===== src/rtl/ahb_sram_slave_if.sv =====
// AHB-lite bus bundle between the bus-unit arbiter (master side) and the SRAM responder.
interface ahb_sram_slave_if;
   logic        hsel;
   logic [63:0] haddr;
   logic        hwrite;
   logic [3:0]  hsize;
   logic [2:0]  hburst;
   logic [3:0]  hprot;
   logic [1:0]  htrans;
   logic        hmastlock;
   logic [63:0] hwdata;
   logic        hready;
   logic        hreadyout;
   logic        hresp;
   logic [63:0] hrdata;

   modport master (
      output hsel, haddr, hwrite, hsize, hburst, hprot, htrans, hmastlock, hwdata, hready,
      input  hreadyout, hresp, hrdata
   );

   modport slave (
      input  hsel, haddr, hwrite, hsize, hburst, hprot, htrans, hmastlock, hwdata, hready,
      output hreadyout, hresp, hrdata
   );
endinterface


===== src/rtl/ahb_sram_slave.sv =====
// AHB-lite responder serving a 64-bit synchronous single-port SRAM (1-cycle read latency),
// with pipelined address/data phases, configurable wait states and two-cycle ERROR.
module ahb_sram_slave #(
   parameter int          AW       = 12,
   parameter logic [63:0] BASE     = 64'h0,
   parameter int          WAIT_CYC = 0
) (
   input  logic          clk,
   input  logic          rst,
   ahb_sram_slave_if.slave bus,
   output logic          sram_ce,
   output logic          sram_we,
   output logic [AW-1:0] sram_addr,
   output logic [7:0]    sram_be,
   output logic [63:0]   sram_wdata,
   input  logic [63:0]   sram_rdata
);
   typedef enum logic [2:0] {IDLE, WR, RD, RDW, ERR1, ERR2} state_t;

   localparam logic [3:0] WAIT_LD = 4'(WAIT_CYC);

   state_t        state;
   logic [3:0]    cnt;
   logic [AW-1:0] addr_q;
   logic [7:0]    be_q;
   logic          hreadyout_q, hresp_q, ce_q, we_q, rd_done;
   logic [63:0]   hrdata_q;

   logic [64:0]   off;
   logic [7:0]    be_d;
   logic          acc, err, misalign;

   // Bit 64 of the widened difference is the borrow, i.e. haddr below the window.
   assign off = {1'b0, bus.haddr} - {1'b0, BASE};
   assign acc = bus.hsel & bus.hready & bus.htrans[1];

   always_comb begin
      misalign = 1'b0;
      be_d     = 8'h00;
      case (bus.hsize)
         4'd0: be_d = 8'h01 << bus.haddr[2:0];
         4'd1: begin
            misalign = bus.haddr[0];
            be_d     = 8'h03 << {bus.haddr[2:1], 1'b0};
         end
         4'd2: begin
            misalign = |bus.haddr[1:0];
            be_d     = 8'h0F << {bus.haddr[2], 2'b00};
         end
         4'd3: begin
            misalign = |bus.haddr[2:0];
            be_d     = 8'hFF;
         end
         default: ;
      endcase
   end

   assign err = (bus.hsize > 4'd3) | misalign | off[64] | (|off[63:AW+3]);

   always_ff @(posedge clk) begin
      if (rst) begin
         state       <= IDLE;
         cnt         <= '0;
         addr_q      <= '0;
         be_q        <= '0;
         hreadyout_q <= 1'b1;
         hresp_q     <= 1'b0;
         ce_q        <= 1'b0;
         we_q        <= 1'b0;
         rd_done     <= 1'b0;
         hrdata_q    <= '0;
      end else if (hreadyout_q) begin
         // Data phase (or idle) ends this cycle; a concurrent accept chains straight on.
         if (rd_done) hrdata_q <= sram_rdata;
         state       <= IDLE;
         cnt         <= '0;
         hreadyout_q <= 1'b1;
         hresp_q     <= 1'b0;
         ce_q        <= 1'b0;
         we_q        <= 1'b0;
         rd_done     <= 1'b0;
         if (acc) begin
            addr_q <= off[AW+2:3];
            be_q   <= be_d;
            if (err) begin
               state       <= ERR1;
               hreadyout_q <= 1'b0;
               hresp_q     <= 1'b1;
            end else if (bus.hwrite) begin
               state       <= WR;
               cnt         <= WAIT_LD;
               hreadyout_q <= (WAIT_LD == 4'd0);
               ce_q        <= (WAIT_LD == 4'd0);
               we_q        <= (WAIT_LD == 4'd0);
            end else begin
               state       <= RD;
               cnt         <= WAIT_LD;
               hreadyout_q <= 1'b0;
               ce_q        <= 1'b1;
            end
         end
      end else begin
         case (state)
            WR: begin
               cnt <= cnt - 4'd1;
               if (cnt == 4'd1) begin
                  hreadyout_q <= 1'b1;
                  ce_q        <= 1'b1;
                  we_q        <= 1'b1;
               end
            end
            RD: begin
               state <= RDW;
               ce_q  <= 1'b0;
               if (cnt == 4'd0) begin
                  hreadyout_q <= 1'b1;
                  rd_done     <= 1'b1;
               end
            end
            RDW: begin
               cnt <= cnt - 4'd1;
               if (cnt == 4'd1) begin
                  hreadyout_q <= 1'b1;
                  rd_done     <= 1'b1;
               end
            end
            ERR1: begin
               state       <= ERR2;
               hreadyout_q <= 1'b1;
            end
            default: ;
         endcase
      end
   end

   assign bus.hreadyout = hreadyout_q;
   assign bus.hresp     = hresp_q;
   // SRAM data arrives in the completing cycle; present it directly, then hold the captured copy.
   assign bus.hrdata    = rd_done ? sram_rdata : hrdata_q;

   assign sram_ce    = ce_q & ~rst;
   assign sram_we    = we_q & ~rst;
   assign sram_be    = (we_q & ~rst) ? be_q : 8'h00;
   assign sram_addr  = addr_q;
   assign sram_wdata = bus.hwdata;

   logic unused_ok;
   assign unused_ok = ^{bus.hburst, bus.hprot, bus.hmastlock, bus.htrans[0], off[2:0]};
endmodule

===== src/flat_wrapper.sv =====
// flat-port wrapper written by rule: the top's interface ports become plain ports
module ahb_sram_slave_flat 
#(
   parameter int          AW       = 12,
   parameter logic [63:0] BASE     = 64'h0,
   parameter int          WAIT_CYC = 0
)
  (clk, rst, sram_ce, sram_we, sram_addr, sram_be, sram_wdata, sram_rdata, bus_hsel, bus_haddr, bus_hwrite, bus_hsize, bus_hburst, bus_hprot, bus_htrans, bus_hmastlock, bus_hwdata, bus_hready, bus_hreadyout, bus_hresp, bus_hrdata);
  ahb_sram_slave_if bus_i ();
  input  logic clk;
  input  logic rst;
  output logic sram_ce;
  output logic sram_we;
  output logic [AW-1:0] sram_addr;
  output logic [7:0] sram_be;
  output logic [63:0] sram_wdata;
  input  logic [63:0] sram_rdata;
  input wire logic [$bits(bus_i.hsel)-1:0] bus_hsel;
  input wire logic [$bits(bus_i.haddr)-1:0] bus_haddr;
  input wire logic [$bits(bus_i.hwrite)-1:0] bus_hwrite;
  input wire logic [$bits(bus_i.hsize)-1:0] bus_hsize;
  input wire logic [$bits(bus_i.hburst)-1:0] bus_hburst;
  input wire logic [$bits(bus_i.hprot)-1:0] bus_hprot;
  input wire logic [$bits(bus_i.htrans)-1:0] bus_htrans;
  input wire logic [$bits(bus_i.hmastlock)-1:0] bus_hmastlock;
  input wire logic [$bits(bus_i.hwdata)-1:0] bus_hwdata;
  input wire logic [$bits(bus_i.hready)-1:0] bus_hready;
  output wire logic [$bits(bus_i.hreadyout)-1:0] bus_hreadyout;
  output wire logic [$bits(bus_i.hresp)-1:0] bus_hresp;
  output wire logic [$bits(bus_i.hrdata)-1:0] bus_hrdata;
  assign bus_i.hsel = bus_hsel;
  assign bus_i.haddr = bus_haddr;
  assign bus_i.hwrite = bus_hwrite;
  assign bus_i.hsize = bus_hsize;
  assign bus_i.hburst = bus_hburst;
  assign bus_i.hprot = bus_hprot;
  assign bus_i.htrans = bus_htrans;
  assign bus_i.hmastlock = bus_hmastlock;
  assign bus_i.hwdata = bus_hwdata;
  assign bus_i.hready = bus_hready;
  assign bus_hreadyout = bus_i.hreadyout;
  assign bus_hresp = bus_i.hresp;
  assign bus_hrdata = bus_i.hrdata;
  ahb_sram_slave #(.AW(AW), .BASE(BASE), .WAIT_CYC(WAIT_CYC)) u_core (.clk(clk), .rst(rst), .bus(bus_i), .sram_ce(sram_ce), .sram_we(sram_we), .sram_addr(sram_addr), .sram_be(sram_be), .sram_wdata(sram_wdata), .sram_rdata(sram_rdata));
endmodule

===== config.mk =====
export PLATFORM = sky130hd
export DESIGN_NAME = ahb_sram_slave_flat
export DESIGN_NICKNAME = d
export VERILOG_FILES = /design/src/rtl/ahb_sram_slave_if.sv /design/src/rtl/ahb_sram_slave.sv /design/src/flat_wrapper.sv
export SDC_FILE = /design/constraint.sdc
export NUM_CORES = 1
export LEC_CHECK = 0
export ABC_AREA = 1
export CAP_MARGIN = 20
export CORE_AREA = 2 2 143 145
export DETAILED_ROUTE_END_ITERATION = 16
export DIE_AREA = 0 0 145 147
export REMOVE_ABC_BUFFERS = 1
export SYNTH_ARGS = -nofsm -noshare
export SYNTH_HDL_FRONTEND = slang
export SYNTH_SLANG_ARGS = --single-unit

===== constraint.sdc =====
create_clock -name clk -period 1.35 [get_ports clk]
set_input_delay 0.2025 -clock clk [delete_from_list [all_inputs] [get_ports clk]]
set_output_delay 0.2025 -clock clk [all_outputs]
set_load 0.01 [all_outputs]

==> results of run 1 <==
metal layers:
| metal | vias up | share of wire, % | GRT usage (%) |
|---|---|---|---|
| li1 | 2919 | - | - |
| met1 | 2626 | 31 | 19.89 |
| met2 | 322 | 47 | 37.14 |
| met3 | 24 | 19 | 21.55 |
| met4 | 2 | 2.1 | 5.396 |
| met5 | - | 0.21 | 1.591 |
synth_stat cells, types with 6 or more instances:
| library cell | instances | area [sq um] |
|---|---|---|
| dfxtp_1 | 96 | 1922 |
| buf_2 | 20 | 100.1 |
| inv_1 | 106 | 397.9 |
| nand2_1 | 110 | 412.9 |
| o21ai_0 | 129 | 645.6 |
| inv_2 | 6 | 22.52 |
| clkbuf_1 | 13 | 48.80 |
| buf_4 | 65 | 488.0 |
| nand3_1 | 84 | 420.4 |
| a21oi_1 | 14 | 70.07 |
| o21ai_1 | 17 | 85.08 |
| nor2_1 | 65 | 244.0 |
flip-flops by register name, summed over array words and instances (netlist names):
name                  cells
u_core.we_q               1
u_core.hrdata_q          64
u_core.be_q               8
u_core.ce_q               1
u_core.state              3
u_core.rd_done            1
u_core.cnt                4
u_core.bus.hreadyout      1
u_core.bus.hresp          1
u_core.sram_addr         12
worst max-delay path by stage:
stage | slack (ps) | cells past startpoint | endpoint | startpoint
after global placement | -390 | 5 | sram_be[7] | rst
after CTS | -280 | 5 | bus_hrdata[62] | u_core.rd_done$_SDFFE_PP0P_
after floorplan | -1730 | 3 | u_core.hrdata_q[14]$_SDFFE_PP0P_ | u_core.rd_done$_SDFFE_PP0P_
after global routing | -340 | 6 | bus_hrdata[45] | u_core.rd_done$_SDFFE_PP0P_
after detailed placement | -420 | 5 | sram_be[3] | rst
final | -290 | 5 | bus_hrdata[45] | u_core.rd_done$_SDFFE_PP0P_
report_power, final:
part / total (uW) / internal, uW / switching [uW]
registers: 2870 / 2850 / 21.1
clock network: 2450 / 1250 / 1200
logic: 828 / 491 / 338
cell families after synthesis:
| group | share of synthesized area, % |
|---|---|
| AND/OR/NAND/NOR | 24.57 |
| buffers and inverters | 21.44 |
| AO/OA/AOI/OAI | 16.55 |
| flip-flops | 36.96 |
| adder cells (fa/ha/maj) | 0.4812 |
final cells by class:
type	instances	area share (%)
Timing Repair Buffer	348	37.03
Multi-Input combinational cell	456	31.16
Sequential cell	96	20.75
Inverter	112	4.513
Tap cell	270	3.627
Clock buffer	9	2.418
Clock inverter	7	0.4970
metrics by stage:
stage	hold WS (ps)	power [uW]	instances	worst slack [ps]	instance area, sq um
finish	405.1	6154	1298	-287.5	9315
detailed placement	405.1	3754	1239	-419.5	7821
global route	405.1	6424	1298	-335.4	9315
CTS	405.1	6211	1296	-280.1	8682
global placement	405.1	3752	1239	-387.4	7821
floorplan	271.6	3129	663	-1726	4506
what timing repair did:
action	4_1_cts	5_1_grt
setup endpoints to repair	88	92
gates resized for setup	492	132
gates cloned	9	3
buffers inserted	33	8
pin swaps	45	9
==> flow_metrics.tcl, run 1 <==
set metrics [dict create \
    cts_sinks 96 \
    hold-path-endpoint "sram_wdata[25]" \
    seq_area_sq_um 1933 \
    max_freq_ghz 0.6107 \
    worst-endpoint-arrival_ps 1430 \
    ys_types 31 \
    period_share_pct 121.3 \
    cp_slowest_stage_delay_ps 370 \
    rrSetupSlack_ps -80 \
    synthArstFlopShare_pct 0 \
    setup-violations-final 74 \
    drc 0 \
    overflow 0 \
    io_pins 363 \
    path_max_fanout 8 \
    drive_gt1_share_pct 33.27 \
    post-dp-hpwl_mm 18.20 \
    grt_pass1_vias 5724 \
    crit_chain "buf_8, buf_6, buf_16, o21ai_4, buf_6" \
    layout_commonest_cell "clkdlybuf4s50_1" \
    die_h_microns 147 \
    maxSlewHeadroom_pct 69.64 \
    critPathTopFamily "buffers and inverters" \
    start_util_pct 26.20 \
    crit_type "register to output pin" \
    grt_antenna_before_repair 0 \
    multi_input_area_sq_um 2903 \
    cts_buffers 9 \
    reg2reg_to "u_core.hrdata_q[45]$_SDFFE_PP0P_" \
    failed_checks "setup timing" \
    routed_wl_mm 25.18 \
    cp-end-kind "output pin" \
    hold_buffers 0 \
    numPortBuffers 225 \
    hold-path-cell-count 0 \
    clk_pin_slew_worst_paths_ps 70 \
    ys_seq_area_share_pct 36.96 \
    die_width_microns 145 \
    fin_util_pct 46.94 \
    track_usage_pct 22.57 \
    nFillCells 1937 \
    ys_warn_count 0 \
    power_density_nw_per_um2 660.6 \
    clk_latency_ps 350 \
    netlist_area_sq_um 5200 \
    status "complete, but fails checks" \
    cts_buffer_depth 2 \
    antenna_cells 0 \
    worstHoldPathType "primary input to output pin" \
    layout_min_cycle_time_ps 1637 \
    synth_ff_type "dfxtp_1" \
    synth_edf_count 0 \
    grt_max_degree 46 \
    ys_seq_elements 96 \
    grt_first_pass_wirelength_mm 36.00 \
    worstReg2RegStart "u_core.rd_done$_SDFFE_PP0P_" \
    htree_levels 3 \
    maxCapViolCount 0 \
    cts-root-buf "clkbuf_16" \
    vdd.ir_drop.worst_mv 0.5882 \
    layout_common_cells "135 x clkdlybuf4s50_1, 105 x inv_1, 93 x dfxtp_1" \
    core_area_sq_um 19840 \
    worst_setup_path_start_kind "register" \
    vias 5893 \
    drt-wirelength-per-cell_microns 19.40 \
    maxSlewViolCount 0 \
    syn_inst 770 \
    syn_to_final_growth_pct 79.14 \
    rsz0062_at_grt "yes" \
    tightest_slew_ps 455.3 \
    p_leak_uw 0.003850 \
    cp_slowest_cell "dfxtp_4" \
    ant_nets 0 \
    setup_tns_ps -14020 \
    rr_worst_depth 9 \
    drtPass1Iterations 6 \
    cp.required_ps 1150 \
    num_rows 52 \
    viasPerCell 4.540 \
    finalNetCount 1236 \
    hold_viol 0 \
    gp_congestion 0.8192 \
    drtIter0Drc 180 \
    cts_tree "yes" \
    crit_path_frequent_cell "buf_6" \
    path_buf_inv 4 \
    syn_avg_cell_area_sq_um 6.753 \
    skew_ps 5.044 \
    hp-start "bus_hwdata[25]" \
    dieArea_sq_um 21320 \
    fin_ws_ps -287.5 \
]
Note: power is estimated with default switching activity, not from simulation.
==> run 2: changes to the inputs <==
--- a/config.mk
+++ b/config.mk
@@ -5,7 +5,7 @@
 export SDC_FILE = /design/constraint.sdc
 export NUM_CORES = 1
 export LEC_CHECK = 0
-export ABC_AREA = 1
+export ABC_AREA = 0
 export CAP_MARGIN = 20
 export CORE_AREA = 2 2 143 145
 export DETAILED_ROUTE_END_ITERATION = 16
@@ -14,3 +14,4 @@
 export SYNTH_ARGS = -nofsm -noshare
 export SYNTH_HDL_FRONTEND = slang
 export SYNTH_SLANG_ARGS = --single-unit
+export TNS_END_PERCENT = 100
==> flow_metrics.tcl, run 2 <==
set metrics [dict create \
    synth_most_common_cell "nor2_1" \
    clk_pin_slew_worst_paths_ps 70 \
    maxCapViolCount 0 \
    synth_edf_count 0 \
    synth_ff_type "dfxtp_1" \
    power_density_nw_per_um2 984.0 \
    worstHoldPathType "primary input to register" \
    vdd.ir_drop.worst_mv 0.4926 \
    layout_common_cells "143 x nor2_1, 115 x clkdlybuf4s50_1, 92 x dfxtp_1" \
    dieArea_sq_um 21320 \
    yosysTopAreaCellShare_pct 38.10 \
    skew_ps 7.245 \
    cts_sinks 96 \
    drtIter0Drc 155 \
    path_max_fanout 6 \
    post-dp-hpwl_mm 20.03 \
    layout_min_cycle_time_ps 1697 \
    status "complete, but fails checks" \
    ant_nets 0 \
    hold-path-cell-count 3 \
    cts_buffer_depth 2 \
    power.share.clock_pct 31.5 \
    pre_cts_ws_ps -539.2 \
    start_util_pct 25.42 \
    grt_first_pass_wirelength_mm 35.45 \
    seq_area_sq_um 1932 \
    failed_checks "setup timing" \
    clk_latency_ps 350 \
    drive_gt1_share_pct 31.91 \
    rr_worst_depth 6 \
    drt-wirelength-per-cell_microns 23.79 \
    nFillCells 1998 \
    syn_to_final_growth_pct 66.15 \
    max_freq_ghz 0.5893 \
    cp-startpoint "u_core.rd_done$_SDFFE_PP0P_" \
    largest_register_ffs 64 \
    worst-endpoint-arrival_ps 1490 \
    total_power_uw 8248 \
    numPortBuffers 225 \
    maxSlewViolCount 0 \
    setup-violations-final 76 \
    drtPass1Iterations 4 \
    crit_type "register to output pin" \
    io_pins 363 \
    intPower_uw 5881 \
    cts_tree "yes" \
    layout_commonest_cell "nor2_1" \
    worst_setup_path_start_kind "register" \
    ys_top_cells_by_count "151 x nor2_1, 96 x dfxtp_1, 70 x buf_4, 70 x nor3_1, 64 x mux2_2" \
    switchingPower_uw 2367 \
    core_area_sq_um 19840 \
    track_usage_pct 23.37 \
    netlist_area_sq_um 5045 \
    viasPerCell 4.565 \
    cts-root-buf "clkbuf_16" \
    crit_path_end "bus_hrdata[14]" \
    syn_avg_cell_area_sq_um 8.098 \
    htree_levels 3 \
    tightest_slew_ps 399.6 \
    grt_pass1_vias 4731 \
    regMostFlops "u_core.hrdata_q" \
    maxSlewHeadroom_pct 73.36 \
    switching_share_pct 28.69 \
    cp-end-kind "output pin" \
    ys_seq_elements 96 \
    num_rows 52 \
    yosysTopAreaCell "dfxtp_1" \
    grt_antenna_before_repair 1 \
    pwr-share-seq_pct 39.2 \
    ys_seq_area_share_pct 38.10 \
    die_width_microns 145 \
    overflow 0 \
    cts_buffers 9 \
    netlist_top_cells_area "dfxtp_1 38%, mux2_2 14%, nor2_1 11%, buf_4 10%, nor3_1 6.9%" \
    rrSetupSlack_ps -30 \
    die_h_microns 147 \
    ys_types 42 \
    rsz0062_at_grt "yes" \
    worstReg2RegStart "u_core.rd_done$_SDFFE_PP0P_" \
    finalNetCount 1028 \
    syn_inst 623 \
    grt_max_degree 80 \
    period_share_pct 125.7 \
    reg2reg_to "u_core.hrdata_q[54]$_SDFFE_PP0P_" \
    hold_viol 0 \
    cp.required_ps 1150 \
    gp_congestion 0.8788 \
    p_comb_share_pct 29.3 \
    synthArstFlopShare_pct 0 \
    ys_warn_count 0 \
    vias 4971 \
    multi_input_area_sq_um 2863 \
    p_leak_uw 0.003521 \
    routed_wl_mm 25.90 \
    drc 0 \
    fin_ws_ps -347.0 \
]
==> run 2: critical path, stage by stage (launching register included) <==
cell and delay, ps:
dfxtp_4 410, buf_12 140, clkbuf_16 160, mux2_4 320
buf_6 130
==> run 2: repair_timing <==
| action | CTS | global route |
|---|---|---|
| gates cloned | 3 | 2 |
| pin swaps | 9 | 19 |
| setup buffers | 10 | 12 |
| hold buffers | 0 | 0 |
| setup endpoints to repair | 95 | 110 |
| resized for setup | 437 | 110 |
==> run 2: metal layers <==
layer	vias up	wire [microns]	GRT usage (%)	share of wire (%)
met5	-	0	0	0
met4	0	1073	10.40	4.1
met3	31	4862	21.12	19
met2	254	12500	39.10	48
met1	2271	7470	19.11	29
li1	2415	-	-	-
==> run 2: layout make-up <==
cell class | instances | area share [%]
Clock inverter | 5 | 0.7016
Sequential cell | 96 | 23.05
Multi-Input combinational cell | 419 | 34.15
Tap cell | 270 | 4.030
Timing Repair Buffer | 283 | 35.08
Clock buffer | 9 | 2.687
Inverter | 6 | 0.2687
Antenna cell | 1 | 0.02986
==> run 2: how the worst min path moves through the flow <==
| stage | start | to | slack, ps |
|---|---|---|---|
| 2_1_floorplan | rst | u_core.be_q[0]$_SDFFE_PP0P_ | 270 |
| 3_3_place_gp | bus_hwdata[32] | sram_wdata[32] | 410 |
| 3_5_place_dp | bus_hwdata[32] | sram_wdata[32] | 410 |
| 4_1_cts | rst | u_core.hrdata_q[53]$_SDFFE_PP0P_ | 330 |
| 5_1_grt | rst | u_core.hrdata_q[24]$_SDFFE_PP0P_ | 360 |
| 6_report | rst | u_core.hrdata_q[53]$_SDFFE_PP0P_ | 350 |
==> run 2: per-stage QoR <==
step           TNS [ps]  util (%)  instance area [sq um]  hold slack, ps  instances
2_1_floorplan   -192270         -                   4379           271.6        521
3_3_place_gp     -27620     36.71                   7284           405.2       1053
3_5_place_dp     -29400     36.71                   7284           405.2       1053
4_1_cts          -24070     39.99                   7935           327.2       1079
5_1_grt          -23920     42.23                   8379           359.6       1088
6_report         -19900     42.24                   8382           352.6       1089
==> run 2: power groups by stage <==
stage          Sequential (uW)  Clock, uW  Combinational, uW
4_1_cts                   3220       2680               2220
5_1_grt                   3260       2780               2620
3_3_place_gp              3270          0               2130
6_report                  3230       2600               2420
3_5_place_dp              3280          0               2140
2_1_floorplan             3290          0                904
==> run 2: logic make-up (layout without fill, tap and decap cells) <==
| family | after synthesis | count (layout) | synth area share, % |
|---|---|---|---|
| muxes | 64 | 64 | 14.29 |
| buffers and inverters | 108 | 303 | 13.64 |
| adders and majority gates | 2 | 2 | 0.4960 |
| DFF | 96 | 96 | 38.10 |
| and+or+nand+nor | 303 | 303 | 27.41 |
| other | 0 | 1 | 0 |
| xor gates and xnor gates | 4 | 4 | 0.6946 |
| AOI/OAI and AO/OA | 46 | 46 | 5.382 |
==> run 3: changes to the inputs <==
--- a/config.mk
+++ b/config.mk
@@ -6,7 +6,6 @@
 export NUM_CORES = 1
 export LEC_CHECK = 0
 export ABC_AREA = 0
-export CAP_MARGIN = 20
 export CORE_AREA = 2 2 143 145
 export DETAILED_ROUTE_END_ITERATION = 16
 export DIE_AREA = 0 0 145 147
==> results of run 3 <==
No change in the layout: final DEF, timing and power equal those of run 2.
